### config.mk
export PLATFORM = sky130hd
export DESIGN_NAME = wb_host_bridge
export DESIGN_NICKNAME = d
export VERILOG_FILES = /design/src/rtl/wb_pkg.sv /design/src/rtl/wb_host_bridge.sv
export SDC_FILE = /design/constraint.sdc
export NUM_CORES = 1
export LEC_CHECK = 0
export CAP_MARGIN = 20
export CORE_UTILIZATION = 46
export DETAILED_ROUTE_END_ITERATION = 12
export PLACE_DENSITY = 0.95
export SLEW_MARGIN = 20
export SYNTH_ARGS = -nofsm -noshare
export SYNTH_HDL_FRONTEND = slang
export SYNTH_SLANG_ARGS = --single-unit
### constraint.sdc
create_clock -name wb_clk_i -period 4.9 [get_ports wb_clk_i]
set_input_delay 0.98 -clock wb_clk_i [delete_from_list [all_inputs] [get_ports wb_clk_i]]
set_output_delay 0.98 -clock wb_clk_i [all_outputs]
set_load 0.05 [all_outputs]
### src/rtl/wb_pkg.sv
// Shared Wishbone host definitions: bridge FSM states, bus widths and the
// harness register map used by benches and command front-ends.
package wb_pkg;

  typedef enum logic [1:0] {
    ST_INIT = 2'd0,
    ST_IDLE = 2'd1,
    ST_BUS  = 2'd2,
    ST_RESP = 2'd3
  } wb_state_e;

  localparam int WB_ADR_W = 32;
  localparam int WB_DAT_W = 32;
  localparam int WB_SEL_W = 4;

  localparam logic [WB_ADR_W-1:0] HARNESS_ACTIVE_ADR = 32'h3000_0000;
  localparam logic [WB_ADR_W-1:0] HARNESS_OEB0_ADR   = 32'h3000_0004;
  localparam logic [WB_ADR_W-1:0] HARNESS_OEB1_ADR   = 32'h3000_0008;
  localparam logic [WB_ADR_W-1:0] HARNESS_WS2812_ADR = 32'h3000_0100;
  localparam logic [WB_ADR_W-1:0] HARNESS_7SEG_ADR   = 32'h3000_0200;
  localparam logic [WB_ADR_W-1:0] HARNESS_FREQ_ADR   = 32'h3000_0400;
  localparam logic [WB_ADR_W-1:0] HARNESS_WATCH_ADR  = 32'h3000_0500;

endpackage

### src/rtl/wb_host_bridge.sv
// Wishbone classic initiator: one bus cycle per accepted request, with a
// bounded timeout so unmapped addresses still produce an (error) response.
module wb_host_bridge
  import wb_pkg::*;
#(
  parameter int TIMEOUT_CYCLES = 255,
  parameter int ERR_CNT_W      = 8
) (
  input  logic                 wb_clk_i,
  input  logic                 wb_rst_n_i,
  input  logic                 req_valid_i,
  output logic                 req_ready_o,
  input  logic                 req_we_i,
  input  logic [WB_SEL_W-1:0]  req_sel_i,
  input  logic [WB_ADR_W-1:0]  req_adr_i,
  input  logic [WB_DAT_W-1:0]  req_dat_i,
  output logic                 rsp_valid_o,
  input  logic                 rsp_ready_i,
  output logic [WB_DAT_W-1:0]  rsp_dat_o,
  output logic                 rsp_err_o,
  output logic                 wbm_cyc_o,
  output logic                 wbm_stb_o,
  output logic                 wbm_we_o,
  output logic [WB_SEL_W-1:0]  wbm_sel_o,
  output logic [WB_ADR_W-1:0]  wbm_adr_o,
  output logic [WB_DAT_W-1:0]  wbm_dat_o,
  input  logic                 wbm_ack_i,
  input  logic [WB_DAT_W-1:0]  wbm_dat_i,
  output logic [ERR_CNT_W-1:0] err_cnt_o
);

  localparam int TIMER_W = $clog2(TIMEOUT_CYCLES);
  localparam logic [TIMER_W-1:0] TIMER_LAST = TIMER_W'(TIMEOUT_CYCLES - 1);

  wb_state_e             state_reg, state_next;
  logic [TIMER_W-1:0]    timer_reg, timer_next;
  logic                  cyc_reg, cyc_next;
  logic                  we_reg, we_next;
  logic [WB_SEL_W-1:0]   sel_reg, sel_next;
  logic [WB_ADR_W-1:0]   adr_reg, adr_next;
  logic [WB_DAT_W-1:0]   dat_reg, dat_next;
  logic                  rsp_valid_reg, rsp_valid_next;
  logic [WB_DAT_W-1:0]   rsp_dat_reg, rsp_dat_next;
  logic                  rsp_err_reg, rsp_err_next;
  logic [ERR_CNT_W-1:0]  err_cnt_reg, err_cnt_next;

  always_ff @(posedge wb_clk_i or negedge wb_rst_n_i) begin
    if (!wb_rst_n_i) begin
      state_reg     <= ST_INIT;
      timer_reg     <= '0;
      cyc_reg       <= 1'b0;
      we_reg        <= 1'b0;
      sel_reg       <= '0;
      adr_reg       <= '0;
      dat_reg       <= '0;
      rsp_valid_reg <= 1'b0;
      rsp_dat_reg   <= '0;
      rsp_err_reg   <= 1'b0;
      err_cnt_reg   <= '0;
    end else begin
      state_reg     <= state_next;
      timer_reg     <= timer_next;
      cyc_reg       <= cyc_next;
      we_reg        <= we_next;
      sel_reg       <= sel_next;
      adr_reg       <= adr_next;
      dat_reg       <= dat_next;
      rsp_valid_reg <= rsp_valid_next;
      rsp_dat_reg   <= rsp_dat_next;
      rsp_err_reg   <= rsp_err_next;
      err_cnt_reg   <= err_cnt_next;
    end
  end

  always_comb begin
    state_next     = state_reg;
    timer_next     = timer_reg;
    cyc_next       = cyc_reg;
    we_next        = we_reg;
    sel_next       = sel_reg;
    adr_next       = adr_reg;
    dat_next       = dat_reg;
    rsp_valid_next = rsp_valid_reg;
    rsp_dat_next   = rsp_dat_reg;
    rsp_err_next   = rsp_err_reg;
    err_cnt_next   = err_cnt_reg;

    case (state_reg)
      ST_INIT: state_next = ST_IDLE;

      ST_IDLE: begin
        if (req_valid_i) begin
          cyc_next   = 1'b1;
          we_next    = req_we_i;
          sel_next   = req_sel_i;
          adr_next   = req_adr_i;
          dat_next   = req_we_i ? req_dat_i : '0;
          timer_next = '0;
          state_next = ST_BUS;
        end
      end

      ST_BUS: begin
        // Ack is checked before the timeout so a late ack still wins.
        if (wbm_ack_i) begin
          rsp_dat_next   = we_reg ? '0 : wbm_dat_i;
          rsp_err_next   = 1'b0;
          rsp_valid_next = 1'b1;
          cyc_next       = 1'b0;
          state_next     = ST_RESP;
        end else if (timer_reg == TIMER_LAST) begin
          rsp_dat_next   = '0;
          rsp_err_next   = 1'b1;
          rsp_valid_next = 1'b1;
          cyc_next       = 1'b0;
          if (err_cnt_reg != {ERR_CNT_W{1'b1}}) begin
            err_cnt_next = err_cnt_reg + ERR_CNT_W'(1);
          end
          state_next     = ST_RESP;
        end else begin
          timer_next = timer_reg + TIMER_W'(1);
        end
      end

      ST_RESP: begin
        if (rsp_ready_i) begin
          rsp_valid_next = 1'b0;
          state_next     = ST_IDLE;
        end
      end

      default: state_next = ST_INIT;
    endcase
  end

  assign req_ready_o = (state_reg == ST_IDLE);
  assign rsp_valid_o = rsp_valid_reg;
  assign rsp_dat_o   = rsp_dat_reg;
  assign rsp_err_o   = rsp_err_reg;
  assign wbm_cyc_o   = cyc_reg;
  assign wbm_stb_o   = cyc_reg;
  assign wbm_we_o    = we_reg;
  assign wbm_sel_o   = sel_reg;
  assign wbm_adr_o   = adr_reg;
  assign wbm_dat_o   = dat_reg;
  assign err_cnt_o   = err_cnt_reg;

endmodule

==> impl_metrics.toml <==
[sta]
fmax_mhz = 326
final-hold-violation-count = 0
min_period_over_period_pct = 62.6
maxSlewHeadroom_pct = 30.0
clock_skew_ps = 7.08
fin_ws_ps = 1830
tns_ps = 0
period_needed_ps = 3070
setup_violations = 0
grt_setup_unrepaired = "false"
drv_slew = 0
tightestPinTransition_ps = 1050

[cells_and_area]
final_cell_mix = "217 x clkdlybuf4s50_1, 122 x dfrtp_1, 105 x nand2_1"
synthToLayoutAreaGrowth_pct = 55.9
final_common_cell = "clkdlybuf4s50_1"
multiInputGateArea_mm2 = 0.00197
nFillCells = 731
diodes = 0
utilization_pct = 74.0
seqCellArea_mm2 = 0.00305
fin_nets = 802
drive_gt1_share_pct = 11.9

[drt]
drtAntennaViolNets = 0
wl_per_cell_um = 16.9
avgViaCountPerCell = 5.32
wl_mm = 14.3
num_vias = 4488
top_layer_used = "met4"
wl_met2_mm = 7.23
drt-met1-wl_mm = 5.63
dr.pass1.iters = 5
route.met3.wl_mm = 1.00
drt_iter0_markers = 264
drt_drc_violations_left = 0

[global_route]
grt_pass1_vias = 4450
grt_start_max_net_pins = 102
antenna_found_initial = 0
grtUsageTotal_pct = 24.5
grt_pass1_wl_mm = 21.8
gr-total-overflow = 0

[synthesis]
yosysUniqueCellTypes = 49
ys_ff_latch = 122
synth_fa_ha_area_share_pct = 1.45
async_flop_share_pct = 100
syn-num-nets = 596
synth-simple-area-share_pct = 16.2
synth_warnings = 0
synth_compound_area_share_pct = 10.4
synth_xor_area_share_pct = 0.843
yosysSeqAreaShare_pct = 58.8
syn_area_mm2 = 0.00519
synth_enable_flop_cells = 0
synth_top_family_by_area = "simple AND/OR/NAND/NOR gates"
synth.avg_cell_area_um2 = 10.7
postSynthCellCount = 484
synth_mux_area_share_pct = 8.84
synthFlopType = "dfrtp_1"

[die]
start_util_pct = 47.5
die_w_um = 108
dieArea_mm2 = 0.0117
placementRows = 38
core_mm2 = 0.0109
die_y_um = 108
io_pins = 220

[critical_path]
worst_setup_path_start_kind = "register"
crit_type = "register to primary output"
arrival_ps = 2090
crit_fanout = 5
worstSetupEndpointType = "primary output"
required_ps = 3920

[clocking]
cts_inserted_buffers = 17
cts.repair.resized = 0
clk-insertion-delay-late_ps = 410
cts_tree = "built"
cts_buffer_depth = 2
cts_htree_levels = 4
holdBufCountCts = 0
cts_sinks = 122
clk_pin_slew_ps = 60
postCtsSetupBuffers = 0
ctsRootBufferMaster = "clkbuf_16"

[run]
drv_cap = 0

[pwr]
peakVddDrop_mv = 0.483
powerDensity_mw_per_mm2 = 735
p_leak_uw = 0.00353

[placed_design]
hpwl_mm = 9.54
gp_congestion = 0.812
dp_slack_ps = 1980
io_buffers = 219

[outcome]
status = "finished, final reports clean"

[min_path]
hold_path_class = "register to register"
## cell type report
class | count | share of cell area (%)
sequential | 122 | 37.7
timing repair buffer | 223 | 27.4
multi-input combinational | 321 | 24.3
clock buffer | 21 | 5.81
clock inverter | 11 | 2.36
tap | 140 | 2.16
inverter | 5 | 0.232
## cells in the mapped netlist (2+ instances only)
cell	count	area [um2]
o311ai_0	2	17.5
nand4_1	37	231
a41oi_1	2	17.5
buf_2	6	30.0
o21ai_0	67	335
xnor2_1	4	35.0
nor3_1	4	20.0
mux2i_1	2	20.0
clkbuf_1	25	93.8
nand3b_1	2	15.0
dfrtp_1	122	3050
nand2b_1	5	31.3
nand3_1	7	35.0
o211ai_1	2	15.0
nor2_1	3	11.3
buf_4	3	22.5
mux2_2	39	439
a21oi_1	7	35.0
nand2_1	106	398
ha_1	6	75.1
inv_1	4	15.0
and3_1	2	12.5
## power breakdown
| part | internal (uW) | switching [uW] |
|---|---|---|
| Sequential | 1390 | 205 |
| Combinational | 977 | 1990 |
| Clock | 942 | 449 |
## critical path, cell delays in order (launching register included)
cell and delay [ps]:
dfrtp_1 410, inv_1 100, ha_1 300, clkdlybuf4s50_1 870
## metal layers
layer	vias to the layer above	global-route usage, %
met3	34	7.11
met1	2141	29.3
met2	202	40.9
met4	0	10.8
li1	2111	-
met5	-	0
## stage by stage
step | area (um2) | hold slack, ps | total power (uW) | cells
global placement | 7440 | 462 | 4470 | 811
detailed placement | 7440 | 470 | 4570 | 811
CTS | 8100 | 482 | 5980 | 843
finish | 8100 | 478 | 5950 | 843
global route | 8100 | 508 | 6190 | 843
floorplan | 5190 | 533 | 3530 | 484
## path summary, 6_finish.rpt
path                               start            end  slack, ps  depth (start not counted)
max in group asynchronous     wb_rst_n_i  rsp_dat_o[18]       3250                          2
hold reg to reg            wbm_dat_o[18]  wbm_dat_o[18]        480                          2
setup / recovery            state_reg[1]    req_ready_o       1830                          3
setup reg to reg            state_reg[0]   timer_reg[3]       2090                          6
hold / removal             wbm_dat_o[18]  wbm_dat_o[18]        480                          2
min in group asynchronous     wb_rst_n_i  rsp_dat_o[11]        590                          1
## kinds of logic after synthesis
| kind of cell | after synthesis |
|---|---|
| DFF | 122 |
| muxes | 41 |
| AOI/OAI and AO/OA | 92 |
| buffers and inverters | 41 |
| and+or+nand+nor | 177 |
| xor gates and xnor gates | 5 |
| adders and majority gates | 6 |
(Power assumes the default switching activity.)
